<file path="config.mk">
export PLATFORM = sky130hd
export DESIGN_NAME = stream_demux
export DESIGN_NICKNAME = d
export VERILOG_FILES = /design/src/rtl/demux_pkg.sv /design/src/rtl/demux_out_slot.sv /design/src/rtl/stream_demux.sv
export SDC_FILE = /design/constraint.sdc
export NUM_CORES = 1
export LEC_CHECK = 0
export BUFFER_PORTS_ARGS = -buffer_cell sky130_fd_sc_hd__buf_2
export CORE_MARGIN = 2
export CORE_UTILIZATION = 37
export DETAILED_ROUTE_END_ITERATION = 10
export PLACE_DENSITY = 0.87
export SLEW_MARGIN = 0
export SYNTH_ARGS = -nofsm -noshare
export SYNTH_HDL_FRONTEND = slang
export SYNTH_SLANG_ARGS = --single-unit
</file>
<file path="constraint.sdc">
create_clock -name clk -period 1.9 [get_ports clk]
set_input_delay 0.19 -clock clk [delete_from_list [all_inputs] [get_ports clk]]
set_output_delay 0.19 -clock clk [all_outputs]
set_load 0.02 [all_outputs]
</file>
<file path="src/rtl/demux_pkg.sv">
// Shared types and helpers for the stream demultiplexer.
// Contents: state_t (IDLE/LOCKED), RST_DATA fill value, clog2 helper.
package demux_pkg;

    typedef enum logic [0:0] {
        IDLE   = 1'b0,
        LOCKED = 1'b1
    } state_t;

    // Value loaded into the data register on reset and after a drain.
    localparam int RST_DATA = 0;

    // Select width an instantiator should use for a given channel count.
    function automatic int clog2(input int n);
        int w;
        w = 0;
        while ((1 << w) < n) begin
            w = w + 1;
        end
        return (w < 1) ? 1 : w;
    endfunction

endpackage

</file>
<file path="src/rtl/demux_out_slot.sv">
// Single-entry registered output stage of the demultiplexer.
// Ports: clk, rst (sync, active high); load/load_dst/load_data/load_last
// write the slot; out_ready is the per-lane consumer ready vector;
// vld/dst/data/last expose the held beat; ready is the upstream ready.
module demux_out_slot
    import demux_pkg::*;
#(
    parameter int WIDTH = 8,
    parameter int N_CH  = 4,
    parameter int SEL_W = 2
) (
    input  logic             clk,
    input  logic             rst,
    input  logic             load,
    input  logic [SEL_W-1:0] load_dst,
    input  logic [WIDTH-1:0] load_data,
    input  logic             load_last,
    input  logic [N_CH-1:0]  out_ready,
    output logic             vld,
    output logic [SEL_W-1:0] dst,
    output logic [WIDTH-1:0] data,
    output logic             last,
    output logic             ready
);

    logic             vld_q;
    logic [SEL_W-1:0] dst_q;
    logic [WIDTH-1:0] data_q;
    logic             last_q;
    logic             lane_rdy;
    logic             drain;

    // Ready of the lane the held beat targets; explicit compare keeps
    // the lookup safe when N_CH is not a power of two.
    always_comb begin
        lane_rdy = 1'b0;
        for (int k = 0; k < N_CH; k++) begin
            if (dst_q == SEL_W'(k)) begin
                lane_rdy = out_ready[k];
            end
        end
    end

    assign drain = vld_q && lane_rdy;

    // The slot can take a new beat when empty or emptying this cycle.
    assign ready = !rst && (!vld_q || lane_rdy);

    always_ff @(posedge clk) begin
        if (rst) begin
            vld_q  <= 1'b0;
            dst_q  <= '0;
            data_q <= WIDTH'(RST_DATA);
            last_q <= 1'b0;
        end else if (load) begin
            vld_q  <= 1'b1;
            dst_q  <= load_dst;
            data_q <= load_data;
            last_q <= load_last;
        end else if (drain) begin
            vld_q  <= 1'b0;
            data_q <= WIDTH'(RST_DATA);
            last_q <= 1'b0;
        end
    end

    assign vld  = vld_q;
    assign dst  = dst_q;
    assign data = data_q;
    assign last = last_q;

endmodule

</file>
<file path="src/rtl/stream_demux.sv">
// 1-to-N_CH valid/ready stream demultiplexer with packet-level select lock.
// Ports: clk, rst (sync, active high); in_data/in_sel/in_last/in_valid and
// in_ready upstream; out_data/out_last/out_valid/out_ready per lane;
// err_drop pulses when a beat targets a lane >= N_CH; cnt_clr/cnt are the
// per-lane delivered-beat counters, present only when DEMUX_CNT_EN is
// defined (otherwise cnt reads 0 and cnt_clr is ignored).
module stream_demux
    import demux_pkg::*;
#(
    parameter int WIDTH = 8,
    parameter int N_CH  = 4,
    parameter int SEL_W = 2,
    parameter int CNT_W = 16
) (
    input  logic                  clk,
    input  logic                  rst,
    input  logic [WIDTH-1:0]      in_data,
    input  logic [SEL_W-1:0]      in_sel,
    input  logic                  in_last,
    input  logic                  in_valid,
    output logic                  in_ready,
    output logic [N_CH*WIDTH-1:0] out_data,
    output logic [N_CH-1:0]       out_last,
    output logic [N_CH-1:0]       out_valid,
    input  logic [N_CH-1:0]       out_ready,
    output logic                  err_drop,
    input  logic                  cnt_clr,
    output logic [N_CH*CNT_W-1:0] cnt
);

    localparam logic [SEL_W:0] NCH_X = (SEL_W+1)'(N_CH);

    state_t           state_q;
    logic [SEL_W-1:0] lock_sel_q;
    logic             err_drop_q;
    logic [SEL_W-1:0] eff_sel;
    logic             in_range;
    logic             accept;
    logic             load;

    logic             slot_vld;
    logic [SEL_W-1:0] slot_dst;
    logic [WIDTH-1:0] slot_data;
    logic             slot_last;

    // Once a packet has started, its remaining beats follow the lock.
    assign eff_sel  = (state_q == LOCKED) ? lock_sel_q : in_sel;
    assign in_range = {1'b0, eff_sel} < NCH_X;
    assign accept   = in_valid && in_ready;
    assign load     = accept && in_range;

    demux_out_slot #(
        .WIDTH (WIDTH),
        .N_CH  (N_CH),
        .SEL_W (SEL_W)
    ) u_slot (
        .clk       (clk),
        .rst       (rst),
        .load      (load),
        .load_dst  (eff_sel),
        .load_data (in_data),
        .load_last (in_last),
        .out_ready (out_ready),
        .vld       (slot_vld),
        .dst       (slot_dst),
        .data      (slot_data),
        .last      (slot_last),
        .ready     (in_ready)
    );

    // Out-of-range beats are swallowed but still advance the packet
    // FSM, so the whole packet drops.
    always_ff @(posedge clk) begin
        if (rst) begin
            state_q    <= IDLE;
            lock_sel_q <= '0;
            err_drop_q <= 1'b0;
        end else begin
            err_drop_q <= accept && !in_range;
            unique case (state_q)
                IDLE: begin
                    if (accept && !in_last) begin
                        lock_sel_q <= in_sel;
                        state_q    <= LOCKED;
                    end
                end
                LOCKED: begin
                    if (accept && in_last) begin
                        state_q <= IDLE;
                    end
                end
                default: state_q <= IDLE;
            endcase
        end
    end

    assign err_drop = err_drop_q;

    // Lane fan-out: only the addressed lane sees the held beat.
    always_comb begin
        out_valid = '0;
        out_last  = '0;
        out_data  = '0;
        for (int k = 0; k < N_CH; k++) begin
            if (slot_vld && (slot_dst == SEL_W'(k))) begin
                out_valid[k]               = 1'b1;
                out_last[k]                = slot_last;
                out_data[k*WIDTH +: WIDTH] = slot_data;
            end
        end
    end

`ifdef DEMUX_CNT_EN
    for (genvar k = 0; k < N_CH; k++) begin : g_cnt
        logic [CNT_W-1:0] cnt_q;

        // Clear wins over a same-cycle delivery; wrap is natural.
        always_ff @(posedge clk) begin
            if (rst || cnt_clr) begin
                cnt_q <= '0;
            end else if (out_valid[k] && out_ready[k]) begin
                cnt_q <= cnt_q + 1'b1;
            end
        end

        assign cnt[k*CNT_W +: CNT_W] = cnt_q;
    end
`else
    logic unused_cnt_clr;
    assign unused_cnt_clr = cnt_clr;
    assign cnt            = '0;
`endif

endmodule

</file>
## Yosys cells after proc, flatten, opt, wreduce, memory -nomap -nowiden

Index checks and enable logic that the tools add are counted.

- Register bits: 15
- Bits in latches: 0
- RAM bits: 0
- Bits in read-only memories: 0
- Bits of input ports: 19
- Output and inout bits: 106
- Logic and storage cells: 51
- Memories: 0

- Add/subtract/negate cells: 0
- $mul: 0
- Divide/modulo/power cells: 0
- Order comparisons: 0
- Equality and inequality tests: 3
- Shift operators: 0
- Muxes and demuxes: 25
- Bitwise gates (word level): 1
- Reductions and logical operators: 16

Operators by type and width:

| kind | number |
|---|---|
| 8-bit 2-to-1 mux | 6 |
| 1-bit 2-to-1 mux | 17 |
| 1-bit logical AND | 9 |
| 2-bit equality test (second input constant) | 2 |
| 1-bit logical NOT | 3 |
| 2-bit by 1-bit equality test with 1-bit output (second input constant) | 1 |
| 2-bit logical NOT | 1 |
| 2-bit 2-to-1 mux | 1 |
| 1-bit case mux with 2 select lines | 1 |
| 2-bit AND reduction | 1 |
| 2-bit nonzero test | 1 |
| 1-bit logical OR | 1 |
| 1-bit inverter | 1 |

## Longest topological paths before layout

Gate-level depths: netlist (run 1).

- Depth in word-level cells: 11
- Depth in mapped cells: 4
- Mapped depth without buffers: 3

## By module

From an unflattened synthesis (run 1), not the netlist that was laid out.

- Cell total of the unflattened synthesis: 180
- Area total of the unflattened synthesis: 1467.7 µm²

By module, submodules not included:

| module | times used | cells an instance | area an instance (µm²) | sequential area each (µm²) |
|---|---|---|---|---|
| stream_demux | 1 | 124 | 948.4 | 60.1 |
| demux_out_slot | 1 | 56 | 519.2 | 240.2 |

## Worst setup path after synthesis (run 1)

Ideal clock, no wire load.

- Path type: register to output
- Start point: reg u_slot.vld_q, in the netlist u_slot.vld
- End point: out out_data[0]
- Arrival: 1784 ps
- Required time: 1710 ps
- Setup slack: -74 ps
- Cell stages (with the launch flop): 4
- Path buffers: 0
- Path through: dfxtp_1 -> clkinv_1 -> nor3_1 -> and2_1

- Word-level cells in the longest chain between the ends: 2

Ends and longest elaborated chain:

| item | line | RTL |
|---|---|---|
| start, declared | demux_out_slot.sv:26 | `logic vld_q;` |
| start signal, assigned | demux_out_slot.sv:51 | `vld_q <= 1'b0;` |
| start signal, assigned | demux_out_slot.sv:56 | `vld_q <= 1'b1;` |
| start signal, assigned | demux_out_slot.sv:61 | `vld_q <= 1'b0;` |
| 1-bit logical AND | stream_demux.sv:105 | `if (slot_vld && (slot_dst == SEL_W'(k))) begin` |
| 8-bit 2-to-1 mux | stream_demux.sv:105 |  |
| end, declared | stream_demux.sv:22 | `output logic [N_CH*WIDTH-1:0] out_data,` |

No other way between the ends.

## Final worst setup path (run 1)

- Start point: reg u_slot.dst_q[0], in the netlist u_slot.dst[0]
- End point: out in_ready

- Word-level cells in the longest chain between the ends: 7
- Elaborated cells between the ends (all ways): 10
- Those cells by class: eq/ne: 3; mux: 4; reduce/logical: 3

Ends and longest elaborated chain:

| item | line | RTL |
|---|---|---|
| start, declared | demux_out_slot.sv:27 | `logic [SEL_W-1:0] dst_q;` |
| start signal, assigned | demux_out_slot.sv:57 | `dst_q <= load_dst;` |
| 2-bit logical NOT | demux_out_slot.sv:38 | `if (dst_q == SEL_W'(k)) begin` |
| 1-bit 2-to-1 mux (3 in series) | demux_out_slot.sv:38 |  |
| 1-bit 2-to-1 mux (*) | demux_out_slot.sv:38 |  |
| 1-bit logical OR (*) | demux_out_slot.sv:47 | `assign ready = !rst && (!vld_q \|\| lane_rdy);` |
| 1-bit logical AND (*) | demux_out_slot.sv:47 |  |
| end, declared | stream_demux.sv:21 | `output logic in_ready,` |

Mark *: on every way between the ends. The rest lies on a longest branch, timed or not.

==> results of run 1 <==
[state kept, by name, indices dropped and copies added, names as in the netlist, named ones only]
name / cells
u_slot.vld: 1
u_slot.dst: 2
u_slot.data: 8
u_slot.last: 1
lock_sel_q: 2
[cells in the mapped netlist (all sizes together)]
library cell  instances  area [um^2]
dfxtp                15          300
mux4                  1         22.5
buf                  66          493
o211ai                3         22.5
nor3b                 1         12.5
and2                 36          225
nand2                 5         18.8
nor2                  4         15.0
a22o                  9         78.8
clkinv                2         7.51
conb                  1         3.75
nor2b                 1         6.26
mux2i                 4         40.0
clkbuf                2         7.51
a211oi                1         20.0
o211a                 5         50.1
and3                  1         7.51
nor3                  1         5.00
o21a                  2         15.0
[power by group through the flow]
stage          clock network, mW  registers [mW]  logic [mW]
2_1_floorplan                  0           0.363       0.309
6_report                   0.178           0.364       0.265
3_3_place_gp                   0           0.369       0.254
3_5_place_dp                   0           0.371       0.259
5_1_grt                    0.202           0.371       0.285
4_1_cts                    0.181           0.364       0.263
[kinds of logic after synthesis]
kind of cell | count (synthesis)
buffers and inverters | 70
AND/OR/NAND/NOR | 49
AO/OA/AOI/OAI | 20
flip-flops | 15
multiplexers | 5
other | 1
[final cells by class]
class / count / area [um^2] / area share, %
timing repair buffer: 62 / 320 / 21.3
inverter: 2 / 8.76 / 0.582
tap: 46 / 57.6 / 3.82
clock inverter: 1 / 5.00 / 0.333
multi-input combinational: 139 / 788 / 52.4
sequential: 15 / 303 / 20.1
clock buffer: 3 / 22.5 / 1.50
[timing repair]
action / 4_1_cts / 5_1_grt
buffers inserted: 1 / 0
gates resized for setup: 1 / 2
setup endpoints to repair: 19 / 15
[metal layers]
metal / vias up / track usage (%) / share of wire [%]
met4: 0 / 6.38 / 1.7
met1: 482 / 15.9 / 38
met3: 4 / 1.56 / 8.4
met2: 75 / 24.0 / 52
met5: - / 0 / 0
li1: 520 / - / -
[worst max-delay path by stage]
| stage | to | from | cells after the start | slack, ns |
|---|---|---|---|---|
| floorplan | out_data[10] | u_slot.vld$_SDFFE_PP0P_ | 3 | 0.23 |
| global placement | u_slot.data[3]$_SDFFE_PP0P_ | u_slot.dst[0]$_SDFFE_PP0N_ | 3 | 0.10 |
| detailed placement | u_slot.data[2]$_SDFFE_PP0P_ | u_slot.dst[0]$_SDFFE_PP0N_ | 3 | 0.06 |
| CTS | in_ready | u_slot.dst[0]$_SDFFE_PP0N_ | 4 | 0.02 |
| global route | in_ready | u_slot.dst[0]$_SDFFE_PP0N_ | 4 | 0.02 |
| finish | in_ready | u_slot.dst[0]$_SDFFE_PP0N_ | 4 | 0.09 |
==> flow_metrics.tcl, run 1 <==
set metrics [dict create \
    clk-insertion-delay-late_ns 0.27 \
    detail-route-antenna-nets 0 \
    p_switching_mw 0.322 \
    start_util_pct 39.6 \
    yosys_warnings 0 \
    wl_um 2820 \
    crit_path_frequent_cell "nor2_1" \
    fin_worst_skew_ns 0.000796 \
    antenna_found_initial 0 \
    setup-tns-final_ns 0 \
    drc 0 \
    area_growth_pct 11.4 \
    post-place-cells 263 \
    place_ws_ns 0.0627 \
    worst_hold_path_type "in2reg" \
    regToRegEndpoint "u_slot.data[2]$_SDFFE_PP0P_" \
    initialDrtViolationCount 24 \
    overflow 0 \
    swShare_pct 39.9 \
    comb_power_share_pct 32.8 \
    synth_area_um2 1350 \
    setup_viol 0 \
    synthXorXnorAreaFrac_pct 0 \
    holdPathStages 2 \
    die_y_um 64.4 \
    path_max_fanout 6 \
    max_stage_delay_ns 0.59 \
    cts_buffer_depth 2 \
    h-tree-depth 1 \
    synth.distinct_cells 20 \
    slew_violations 0 \
    postLayoutCellArea_um2 1510 \
    ys_seq_elements 15 \
    cts_made_buffers 3 \
    worstSetupStartpointType "flop" \
    cts-root-buf "clkbuf_4" \
    drive_above_1_share_pct 33.3 \
    io_pins 125 \
    port_buffers 58 \
    dpl-instance-area_um2 1470 \
    grt_pass1_vias 957 \
    drv_cap 0 \
    fin_ws_ns 0.0921 \
    path_clk_slew_ns 0.09 \
    synth_compound_area_share_pct 13.8 \
    grt_pass1_wl_um 4480 \
    die_width_um 64.4 \
    fp-row-count 21 \
    firstDrtPassIters 4 \
    critical_path_buf_inv_count 1 \
    p_leak_nw 0.920 \
    nets 242 \
    final_common_cell "conb_1" \
    dieArea_um2 4150 \
    gp_congestion 0.702 \
    worstPathRequired_ns 1.71 \
    layout_common_cells "65 x conb_1, 58 x buf_2, 36 x and2_1, 13 x dfxtp_1, 9 x a22o_1" \
    fill_cells 366 \
    p_int_mw 0.485 \
    regToRegStartpoint "u_slot.dst[0]$_SDFFE_PP0N_" \
    fin_crit_ns 1.81 \
    cts_tree "yes" \
    cp_cell_sequence "mux4_2, nor2_1, nor2_1, buf_2" \
    rrSetupSlack_ns 0.18 \
    syn_area_per_cell_um2 8.45 \
    cts_num_sinks 15 \
    min_to "u_slot.data[1]$_SDFFE_PP0P_" \
    clkPwrFrac_pct 22.0 \
    diodes 0 \
    grt_max_degree 11 \
    vias 1081 \
    viasPerCell 4.03 \
    worstSetupEndpointType "primary output" \
    synthMuxAreaShare_pct 4.63 \
    ys_seq_area_share_pct 22.2 \
    grt_usage_pct 13.4 \
    rsz0062_at_grt "no" \
    cp_data_arrival_time_ns 1.62 \
    outcome "finished clean" \
    wl_per_cell_um 10.5 \
    reg2regPathDepth 3 \
    synthAdderAreaFrac_pct 0 \
    slowest_stage "mux4_2" \
    fmaxAchievable_ghz 0.553 \
    postCtsHoldBufs 0 \
    synthCells 160 \
    finalHoldViolCount 0 \
    synthSimpleGateAreaFrac_pct 21.5 \
    fin_cells 268 \
    crit_type "reg2out" \
    irDropWorstVdd_mv 0.289 \
    p_per_area_nw_per_um2 536 \
    cp_top_family "multiplexers" \
    min_from "in_data[1]" \
    p_total_mw 0.807 \
    whs_ns 0.118 \
    dp_hpwl_um 2240 \
    seq_power_share_pct 45.1 \
    period_share_pct 95.2 \
    core_region_area_um2 3420 \
    synth_top_family_by_area "buffers and inverters" \
    utilization_pct 44.1 \
]
(Power assumes the default switching activity.)
==> run 2, diff against run 1 <==
--- a/config.mk
+++ b/config.mk
@@ -5,11 +5,12 @@
 export SDC_FILE = /design/constraint.sdc
 export NUM_CORES = 1
 export LEC_CHECK = 0
+export ABC_AREA = 1
 export BUFFER_PORTS_ARGS = -buffer_cell sky130_fd_sc_hd__buf_2
 export CORE_MARGIN = 2
-export CORE_UTILIZATION = 37
+export CORE_UTILIZATION = 38
 export DETAILED_ROUTE_END_ITERATION = 10
-export PLACE_DENSITY = 0.87
+export PLACE_DENSITY = 0.89
 export SLEW_MARGIN = 0
 export SYNTH_ARGS = -nofsm -noshare
 export SYNTH_HDL_FRONTEND = slang
==> run 2 against run 1 <==
Effect of this change: global-route usage rose by 1.2 points; critical endpoint is now out_data[27]; sequential cell count is the same; via count is 17% higher; largest cell class unchanged; critical path type unchanged.
==> flow_metrics.tcl, run 2 <==
set metrics [dict create \
    outcome "finished clean" \
    worstSetupEndpointType "primary output" \
    whs_ns 0.0985 \
    p_per_area_nw_per_um2 519 \
    period_share_pct 90.4 \
    syn_area_per_cell_um2 6.57 \
    antenna_found_initial 0 \
    finalHoldViolCount 0 \
    cts-root-buf "clkbuf_4" \
    synth_top_family_by_area "buffers and inverters" \
    firstDrtPassIters 4 \
    synth_area_leader_cell "buf_4" \
    netlist_top_cells_count "65 x buf_4, 42 x nor2_1, 20 x nand3_1" \
    dp_hpwl_um 2440 \
    gp_congestion 0.753 \
    clk-insertion-delay-late_ns 0.28 \
    synthSimpleGateAreaFrac_pct 27.9 \
    postCtsHoldBufs 0 \
    ys_seq_area_share_pct 21.8 \
    worstSetupStartpointType "flop" \
    synthXorXnorAreaFrac_pct 0 \
    synth.distinct_cells 20 \
    synthAdderAreaFrac_pct 0 \
    synthMuxAreaShare_pct 1.45 \
    fill_cells 366 \
    synthCells 210 \
    worstPathRequired_ns 1.71 \
    io_pins 125 \
    overflow 0 \
    utilization_pct 43.7 \
    core_region_area_um2 3420 \
    setup-tns-final_ns 0 \
    die_y_um 64.3 \
    p_total_mw 0.774 \
    grt_pass1_vias 1109 \
    rsz0062_at_grt "yes" \
    port_buffers 58 \
    fp-row-count 21 \
    detail-route-antenna-nets 0 \
    worst_hold_path_type "in2reg" \
    viasPerCell 4.03 \
    grt_max_degree 15 \
    final_common_cell "conb_1" \
    grt_pass1_wl_um 4840 \
    largest_reg_flops 8 \
    fin_crit_ns 1.72 \
    start_util_pct 40.4 \
    layout_common_cells "65 x conb_1, 58 x buf_2, 42 x nor2_1, 20 x nand3_1, 18 x inv_1" \
    path_max_fanout 9 \
    fin_ws_ns 0.182 \
    fin_worst_skew_ns 0.00200 \
    synthArstFlopShare_pct 0 \
    cts_num_sinks 15 \
    drc 0 \
    irDropWorstVdd_mv 0.272 \
    cts_made_buffers 3 \
    vias 1264 \
    h-tree-depth 1 \
    crit_type "reg2out" \
    fmaxAchievable_ghz 0.582 \
    synth_ff_type "dfxtp_1" \
    ys_seq_elements 15 \
    synth_edf_count 0 \
    setup_viol 0 \
    initialDrtViolationCount 37 \
    synth_area_leaders "buf_4 35%, dfxtp_1 22%, nor2_1 11%" \
    nets 288 \
    wl_per_cell_um 9.75 \
    die_width_um 64.3 \
    path_clk_slew_ns 0.08 \
    grt_usage_pct 14.6 \
    area_growth_pct 8.16 \
    cp_data_arrival_time_ns 1.53 \
    synth_area_um2 1380 \
    place_ws_ns 0.408 \
    synth_top_area_share_pct 35.4 \
    wl_um 3060 \
    yosys_warnings 0 \
    cts_tree "yes" \
    cts_buffer_depth 2 \
    drive_above_1_share_pct 27.2 \
    diodes 0 \
    slew_violations 0 \
    yosysMostFrequentCell "buf_4" \
    drv_cap 0 \
    synth_compound_area_share_pct 5.35 \
    dieArea_um2 4130 \
    p_leak_nw 0.857 \
]
## run 2: cell count changes after synthesis, moves of 2 or more
cell      change
a22o_1        -9
inv_1        +18
o211a_1       -5
nor2_2        +2
and2_1       -36
a21oi_1      +13
mux2i_1       -2
nor3_1        +2
nand2_1      +10
o211ai_1      -3
o21a_1        -2
inv_2         +5
nor2_1       +38
nand3_1      +20
## run 2: final timing paths
check,start,endpoint,slack (ns),cells past startpoint
setup / recovery,u_slot.dst[1]$_SDFFE_PP0N_,out_data[27],0.18,5
hold / removal,in_last,flop,0.1,2
setup reg to reg,u_slot.dst[0]$_SDFFE_PP0N_,u_slot.dst[1]$_SDFFE_PP0N_,0.39,7
hold reg to reg,u_slot.data[6]$_SDFFE_PP0P_,u_slot.data[6]$_SDFFE_PP0P_,0.48,2
## run 2: repair_timing
action	CTS	global route
setup endpoints to repair	0	10
resized for setup	0	1
buffers inserted	0	0
## run 2: logic make-up (layout without fill, tap and decap cells)
logic type             after synthesis  in the layout
other                                1             65
buffers and inverters               92             86
AND/OR/NAND/NOR                     86             86
multiplexers                         2              2
flip-flops                          15             15
AO/OA/AOI/OAI                       14             14
## run 2: critical path, stage by stage, from the launching register on
cell and delay, ns:
dfxtp_1 0.42, inv_2 0.08, nor3_1 0.29, inv_2 0.16, nor2_1 0.12, buf_2 0.17
## run 2: area by class of cell
type	count	area (um^2)	share of cell area, %
Timing Repair Buffer	58	290	19.4
Sequential cell	15	300	20.1
Inverter	24	90.1	6.04
Tap cell	46	57.6	3.86
Clock buffer	4	26.3	1.76
Multi-Input combinational cell	167	728	48.8
## run 2: layer usage
layer  global-route usage [%]  up-vias  part of all wire (%)
li1                         -      635                     -
met1                     16.5      557                    40
met2                     27.0       68                    50
met3                     3.35        4                   8.9
met4                     4.52        0                  0.85
met5                        0        -                     0
## run 2: power by group
| part | switching [mW] | total, mW | internal (mW) | leakage, nW |
|---|---|---|---|---|
| clock network | 0.0976 | 0.179 | 0.0815 | 0.0150 |
| logic | 0.202 | 0.248 | 0.0467 | 0.719 |
| registers | 0.0149 | 0.347 | 0.332 | 0.123 |
## run 2: through the flow
| step | instance area (um^2) | instances |
|---|---|---|
| 4_1_cts | 1490 | 314 |
| 3_3_place_gp | 1470 | 310 |
| 5_1_grt | 1490 | 314 |
| 3_5_place_dp | 1470 | 310 |
| 6_report | 1490 | 314 |
| 2_1_floorplan | 1630 | 274 |
